[config.mk]
export PLATFORM = sky130hd
export DESIGN_NAME = adder_arbiter
export DESIGN_NICKNAME = d
export VERILOG_FILES = /design/src/rtl/adder_arb_pkg.sv /design/src/rtl/rr_arb2.sv /design/src/rtl/adder_arbiter.sv
export SDC_FILE = /design/constraint.sdc
export NUM_CORES = 1
export LEC_CHECK = 0
export CORE_ASPECT_RATIO = 0.8
export CORE_MARGIN = 5
export CORE_UTILIZATION = 41
export CTS_CLUSTER_DIAMETER = 30
export DETAILED_ROUTE_END_ITERATION = 12
export PLACE_DENSITY = 0.78
export SLEW_MARGIN = 20
export SYNTH_ARGS = -nofsm -noshare
export SYNTH_HDL_FRONTEND = slang
export SYNTH_SLANG_ARGS = --single-unit
export TNS_END_PERCENT = 100
[constraint.sdc]
create_clock -name clk -period 2.9 [get_ports clk]
set_input_delay 0.58 -clock clk [delete_from_list [all_inputs] [get_ports clk]]
set_output_delay 0.58 -clock clk [all_outputs]
set_load 0.05 [all_outputs]
[src/rtl/adder_arb_pkg.sv]
// Shared types and default sizes for the adder arbiter.
// Optional saturating mode is selected in adder_arbiter by ADDER_ARB_SAT_EN.
package adder_arb_pkg;

  typedef enum logic {
    IDLE = 1'b0,
    HOLD = 1'b1
  } state_t;

  localparam int DEF_W     = 4;
  localparam int DEF_CNT_W = 8;

endpackage

[src/rtl/rr_arb2.sv]
// Two-way round-robin arbiter: combinational grant, last-granted pointer
// that advances only when a grant is issued (grant implies acceptance).
module rr_arb2
  import adder_arb_pkg::*;
(
  input  logic       clk,
  input  logic       rst_n,
  input  logic       en,
  input  logic [1:0] valid,
  output logic [1:0] grant
);

  logic last_reg;

  // Contention goes to the requester that did not win last; a lone requester always wins.
  always_comb begin
    grant = 2'b00;
    if (en) begin
      if (valid == 2'b11) begin
        grant = last_reg ? 2'b01 : 2'b10;
      end else begin
        grant = valid;
      end
    end
  end

  always_ff @(posedge clk) begin
    if (!rst_n) begin
      last_reg <= 1'b1;
    end else if (grant[0]) begin
      last_reg <= 1'b0;
    end else if (grant[1]) begin
      last_reg <= 1'b1;
    end
  end

endmodule

[src/rtl/adder_arbiter.sv]
// One shared W-bit adder serving two requesters, round-robin, one result in flight.
// Define ADDER_ARB_SAT_EN to saturate res_sum to all-ones on carry-out.
module adder_arbiter
  import adder_arb_pkg::*;
#(
  parameter int W     = DEF_W,
  parameter int CNT_W = DEF_CNT_W
) (
  input  logic             clk,
  input  logic             rst_n,
  input  logic             ena,
  input  logic             req0_valid,
  input  logic [W-1:0]     req0_a,
  input  logic [W-1:0]     req0_b,
  output logic             req0_ready,
  input  logic             req1_valid,
  input  logic [W-1:0]     req1_a,
  input  logic [W-1:0]     req1_b,
  output logic             req1_ready,
  output logic             res_valid,
  input  logic             res_ready,
  output logic [W-1:0]     res_sum,
  output logic             res_carry,
  output logic             res_id,
  output logic [CNT_W-1:0] grant_cnt0,
  output logic [CNT_W-1:0] grant_cnt1
);

  state_t                  state_reg;
  logic                    valid_reg;
  logic [W-1:0]            sum_reg;
  logic                    carry_reg;
  logic                    id_reg;
  logic [1:0]              grant;
  logic                    arb_en;
  logic [W-1:0]            a_sel;
  logic [W-1:0]            b_sel;
  logic [W:0]              sum_full;
  logic [W-1:0]            sum_next;
  logic [1:0][CNT_W-1:0]   cnt_all;

  // Gating with rst_n keeps both readies low while reset is held.
  assign arb_en = rst_n && ena && (state_reg == IDLE);

  rr_arb2 u_rr_arb2 (
    .clk   (clk),
    .rst_n (rst_n),
    .en    (arb_en),
    .valid ({req1_valid, req0_valid}),
    .grant (grant)
  );

  assign req0_ready = grant[0];
  assign req1_ready = grant[1];

  assign a_sel    = grant[1] ? req1_a : req0_a;
  assign b_sel    = grant[1] ? req1_b : req0_b;
  assign sum_full = {1'b0, a_sel} + {1'b0, b_sel};

`ifdef ADDER_ARB_SAT_EN
  assign sum_next = sum_full[W] ? {W{1'b1}} : sum_full[W-1:0];
`else
  assign sum_next = sum_full[W-1:0];
`endif

  always_ff @(posedge clk) begin
    if (!rst_n) begin
      state_reg <= IDLE;
      valid_reg <= 1'b0;
      sum_reg   <= '0;
      carry_reg <= 1'b0;
      id_reg    <= 1'b0;
    end else begin
      case (state_reg)
        IDLE: begin
          if (|grant) begin
            state_reg <= HOLD;
            valid_reg <= 1'b1;
            sum_reg   <= sum_next;
            carry_reg <= sum_full[W];
            id_reg    <= grant[1];
          end
        end
        HOLD: begin
          if (res_ready) begin
            state_reg <= IDLE;
            valid_reg <= 1'b0;
          end
        end
        default: begin
          state_reg <= IDLE;
          valid_reg <= 1'b0;
        end
      endcase
    end
  end

  genvar gi;
  generate
    for (gi = 0; gi < 2; gi++) begin : g_cnt
      logic [CNT_W-1:0] cnt_reg;
      always_ff @(posedge clk) begin
        if (!rst_n) begin
          cnt_reg <= '0;
        end else if (grant[gi]) begin
          cnt_reg <= cnt_reg + 1'b1;
        end
      end
      assign cnt_all[gi] = cnt_reg;
    end
  endgenerate

  assign res_valid  = valid_reg;
  assign res_sum    = sum_reg;
  assign res_carry  = carry_reg;
  assign res_id     = id_reg;
  assign grant_cnt0 = cnt_all[0];
  assign grant_cnt1 = cnt_all[1];

endmodule

After elaboration in Yosys (flattened, before gate mapping)

Index checks and enable logic that the tools add are counted.

Memory bits (read-only): 0
Bits in registers: 25
Memories: 0
Input bits: 22
Word-level logic and storage cells: 34
Output and inout bits: 25
Latch bits: 0
Memory bits (writable): 0

Eq/ne operators: 3
Divide/modulo/power cells: 0
Bitwise gates (word level): 1
Reductions and logical operators: 6
Multipliers: 0
Muxes and demuxes: 13
$add $sub $neg: 3
$lt $le $gt $ge: 0
Shift operators: 0

Operators with widths:

| operator              | number |
|---|---|
| $add A8 B1 Y8 const B | 2 |
| $mux W4               | 2 |
| $mux W1               | 6 |
| $mux W2               | 3 |
| $add A4 B4 Y5         | 1 |
| $pmux W1 S2           | 2 |
| $reduce_and A2 Y1     | 2 |
| $eq A2 B2 Y1 const B  | 1 |
| $logic_and A1 B1 Y1   | 2 |
| $ne A2 B1 Y1 const B  | 1 |
| $ne A2 B2 Y1 const B  | 1 |
| $reduce_bool A2 Y1    | 1 |
| $reduce_or A2 Y1      | 1 |
| $not A1 Y1            | 1 |

Longest topological paths before layout

Gate-level depths: netlist of run 1.

Depth in word-level cells: 6
Mapped depth: 13
Depth with buffers taken out: 12

Modules after synthesis

Synthesis of run 1 repeated with hierarchy kept, for this count alone.

Cell total of the unflattened synthesis: 139
Area, all modules: 1258.7 um2

By module, submodules not included:

| module        | times used | sequential area each (um2) | area each (um2) | cells an instance |
|---|---|---|---|---|
| adder_arbiter | 1          | 480.5                      | 1202.4          | 131 |
| rr_arb2       | 1          | 20.0                       | 56.3            | 8 |

Worst setup path after synthesis of run 1

Ideal clock, no wire load.

Path type: input to register
From: input port ena
To: register sum_reg[2], in the netlist res_sum[2]
Arrival: 2446 ps
Cell stages on the path: 12
Required time: 2824 ps
Setup time: 76 ps
Buffers on the path: 1
Slack: 378 ps
Cells stage by stage: and3b_2 nand3_1 inv_2 buf_2 nand2_1 nand2_1 ha_1 inv_1 fa_1 xnor2_1 nand2_1 a21boi_0

Word-level cells in the longest chain between the ends: 5
Elaborated cells on any way between the ends: 8
Classes of those cells: 1 x add/sub; 3 x mux; 4 x reduce/logical

RTL lines:

| what                                               | line                | RTL |
|---|---|---|
| start, declared                                    | adder_arbiter.sv:11 | `input logic ena,` |
| $logic_and A1 B1 Y1 * (2 in a row)                 | adder_arbiter.sv:43 | `assign arb_en = rst_n && ena && (state_reg == IDLE);` |
| $mux W2 *                                          | rr_arb2.sv:18       | `if (en) begin` |
| via req1_ready                                     | adder_arbiter.sv:19 | `output logic req1_ready,` |
| $mux W4, or another cell as far along              | adder_arbiter.sv:56 | `assign a_sel = grant[1] ? req1_a : req0_a;` |
| $add A4 B4 Y5 or $reduce_and A2 Y1 (tied branches) | -                   |  |
| end signal, assigned                               | adder_arbiter.sv:79 | `sum_reg <= sum_next;` |
| end, declared                                      | adder_arbiter.sv:31 | `logic [W-1:0] sum_reg;` |

The timed path passes the listed nets; every way through them passes the cells marked *.
A chain may end at the register's enable or synchronous reset.

Worst setup path after layout of run 1

From: input port rst_n
To: register sum_reg[3], in the netlist res_sum[3]

Word-level cells in the longest chain between the ends: 5
Elaborated cells on any way between the ends: 8
Classes of those cells: 1 x add/sub; 3 x mux; 4 x reduce/logical

RTL lines:

| what                                               | line                | RTL |
|---|---|---|
| start, declared                                    | adder_arbiter.sv:10 | `input logic rst_n,` |
| $logic_and A1 B1 Y1 (2 in a row)                   | adder_arbiter.sv:43 |  |
| $mux W2                                            | rr_arb2.sv:18       |  |
| $mux W4, or another cell as far along              | adder_arbiter.sv:56 |  |
| $add A4 B4 Y5 or $reduce_and A2 Y1 (tied branches) | -                   |  |

Parallel ways exist; a longest one is shown, timed or not.

==> results of run 1 <==
-- layer usage --
metal / vias to the layer above / wire (um)
met1: 591 / 1444
li1: 632 / -
met5: - / 0
met2: 21 / 1722
met4: 0 / 11
met3: 2 / 133
-- report_power, final --
group	total [mW]	internal, mW	switching, mW
logic	0.173	0.0798	0.0935
clock network	0.200	0.0980	0.102
registers	0.365	0.355	0.00999
-- cells in the mapped netlist (2+ instances only) --
cell / n / area (um^2)
nor2_1: 2 / 7.510
xnor2_1: 3 / 26.28
xor2_1: 2 / 17.52
o21ai_0: 4 / 20.02
and3_1: 3 / 18.77
a21boi_0: 3 / 22.52
o211a_1: 2 / 20.02
clkbuf_1: 2 / 7.510
a21oi_1: 3 / 15.01
a21boi_1: 2 / 15.01
nor3_1: 2 / 10.01
nand2b_1: 3 / 18.77
buf_2: 3 / 15.01
or4_1: 2 / 15.01
dfxtp_1: 25 / 500.5
and2_1: 3 / 18.77
mux2i_1: 11 / 110.1
nand2_1: 43 / 161.4
a21o_1: 2 / 15.01
inv_1: 7 / 26.28
nand4_1: 5 / 31.28
nand3_1: 6 / 30.03
ha_1: 6 / 75.07
o31ai_1: 2 / 15.01
-- metrics by stage --
stage	instance area (um^2)	worst slack (ns)
CTS	1904	0.2383
detailed placement	1859	-0.04697
finish	1904	0.2257
global route	1904	0.06464
global placement	1859	0.06936
floorplan	1306	0.3783
-- logic make-up (layout without fill, tap and decap cells) --
group,count (synthesis),count (layout),synth area share [%]
DFF,25,25,38.31
buffers and inverters,13,64,4.023
and+or+nand+nor,76,76,28.74
AOI/OAI and AO/OA,19,19,9.865
muxes,11,11,8.429
adders and majority gates,7,7,7.280
xor gates and xnor gates,5,5,3.353
-- final cells by class --
| cell class | instances | area [um^2] |
|---|---|---|
| fill | 259 | 1181 |
| multi-input combinational | 118 | 753.2 |
| timing repair buffer | 52 | 525.5 |
| sequential | 25 | 500.5 |
| tap | 40 | 50.05 |
| clock buffer | 4 | 45.04 |
| inverter | 8 | 30.03 |
-- layout by cell type, fill, tap and decap left out, types with 2 or more instances in the layout --
cell and instances:
a21boi_0 3, a21boi_1 2, a21o_1 2, a21oi_1 3
and2_1 3, and3_1 3, buf_12 2, buf_4 6
clkbuf_8 3, clkdlybuf4s50_1 44, dfxtp_1 25, ha_1 6
inv_1 7, mux2i_1 11, nand2_1 43, nand2b_1 3
nand3_1 6, nand4_1 5, nor2_1 2, nor3_1 2
o211a_1 2, o21ai_0 4, o31ai_1 2, or4_1 2
xnor2_1 3, xor2_1 2
-- critical path, cell delays in order --
cell,delay [ns]
clkdlybuf4s50_1,0.49
and3b_2,0.19
nand3_1,0.15
inv_2,0.15
mux2i_1,0.30
inv_1,0.08
ha_1,0.27
a21o_1,0.18
a21oi_1,0.18
xor2_1,0.15
o21ai_0,0.09
-- worst paths after layout --
path                      start       endpoint  slack (ns)
setup / recovery          rst_n     res_sum[3]        0.23
hold reg to reg   grant_cnt1[7]  grant_cnt1[7]        0.46
hold / removal    grant_cnt1[7]  grant_cnt1[7]        0.46
setup reg to reg      state_reg     res_sum[3]        0.65
==> impl_metrics.env, run 1 <==
export IMPL_outcome="finished, final reports clean"
export IMPL_rsz0062_at_grt="no"
export IMPL_via_per_inst=5.045
export IMPL_postLayoutCoreUtil_pct=61.72
export IMPL_holdWs_ns=0.4649
export IMPL_slew_limit_headroom_pct=62.36
export IMPL_initial_utilization_pct=42.34
export IMPL_drc_errors=0
export IMPL_reg2reg_depth=10
export IMPL_grt_start_max_net_pins=29
export IMPL_ios=47
export IMPL_worst_endpoint_arrival_ns=2.80
export IMPL_ys_warn_count=0
export IMPL_critPathRequiredTime_ns=3.03
export IMPL_async_reset_ff_share_pct=0
export IMPL_syn_instance_count=156
export IMPL_grt_use_met1_pct=17.59
export IMPL_portBuffers=46
export IMPL_synth_edff_count=0
export IMPL_powerDensity_mw_per_mm2=387.7
export IMPL_fin_nets=237
export IMPL_cts_root_buf="clkbuf_8"
export IMPL_synth_distinct_cells=34
export IMPL_core_area_mm2=0.003085
export IMPL_syn_cell_area_mm2=0.001306
export IMPL_dpl_cell_count=243
export IMPL_cts_sinks=25
export IMPL_leakage_nw=0.8383
export IMPL_fin_cells=247
export IMPL_via_count=1246
export IMPL_grt_pass1_wl_um=5451
export IMPL_grtUsageMet2_pct=30.45
export IMPL_overflow=0
export IMPL_use_met3_pct=4.139
export IMPL_gp_routability_congestion=0.8323
export IMPL_rows=18
export IMPL_cp_start_kind="input pin"
export IMPL_grt_usage_pct=15.77
export IMPL_syn_area_per_cell_um2=8.373
export IMPL_wirelength_um=3312
export IMPL_fp_dieH_um=60.49
export IMPL_syn2layout_area_growth_pct=45.79
export IMPL_post_route_period_util_pct=92.22
export IMPL_period_needed_ns=2.674
export IMPL_cp_end_kind="flop"
export IMPL_hold_path_cell_count=1
export IMPL_ir_worst_vdd_mv=0.3060
export IMPL_power_mw=0.7382
export IMPL_die_w_um=73.11
export IMPL_antenna_cells=0
export IMPL_slew_viol_final=0
export IMPL_cts_hold_buf=0
export IMPL_cts_resized=0
export IMPL_grt_busiest_layer="met2"
export IMPL_tightest_slew_ns=0.5587
export IMPL_cts_tree="yes"
export IMPL_postRouteAntennaNets=0
export IMPL_die_area_mm2=0.004422
export IMPL_clock_fmax_ghz=0.3739
export IMPL_synth_nets=185
export IMPL_cts_setup_buffers=0
export IMPL_clk_latency_ns=0.26
export IMPL_ys_flop_type="dfxtp_1"
export IMPL_drv_cap=0
export IMPL_antenna_found_initial=0
export IMPL_yosys_register_bits=25
export IMPL_hold_path_class="flop to flop"
export IMPL_htree_num_levels=1
export IMPL_clock_skew_ns=0.0009663
export IMPL_dpl_hpwl_um=2575
export IMPL_final_hold_viol_count=0
export IMPL_drt_pass1_iterations=4
export IMPL_tns_ns=0
export IMPL_drtIter0Drc=30
export IMPL_finalSetupViolCount=0
export IMPL_clockBufferDepth=2
export IMPL_cts_buffers=3
export IMPL_critPathKind="input pin to flop"
export IMPL_grt_pass1_vias=1239
export IMPL_drive_above_1_share_pct=6.763
export IMPL_wl_per_cell_um=13.41
export IMPL_crit_path_max_fanout=5
export IMPL_ys_seq_area_share_pct=38.31
export IMPL_clk_pin_slew_ns=0.08
No activity file was read; power rests on OpenSTA's default activity.
==> run 2, diff against run 1 <==
--- a/config.mk
+++ b/config.mk
@@ -8,10 +8,9 @@
 export CORE_ASPECT_RATIO = 0.8
 export CORE_MARGIN = 5
 export CORE_UTILIZATION = 41
-export CTS_CLUSTER_DIAMETER = 30
 export DETAILED_ROUTE_END_ITERATION = 12
 export PLACE_DENSITY = 0.78
-export SLEW_MARGIN = 20
+export SLEW_MARGIN = 25
 export SYNTH_ARGS = -nofsm -noshare
 export SYNTH_HDL_FRONTEND = slang
 export SYNTH_SLANG_ARGS = --single-unit
==> results of run 2 <==
The final DEF is identical to that of run 1; final timing and power are the same.
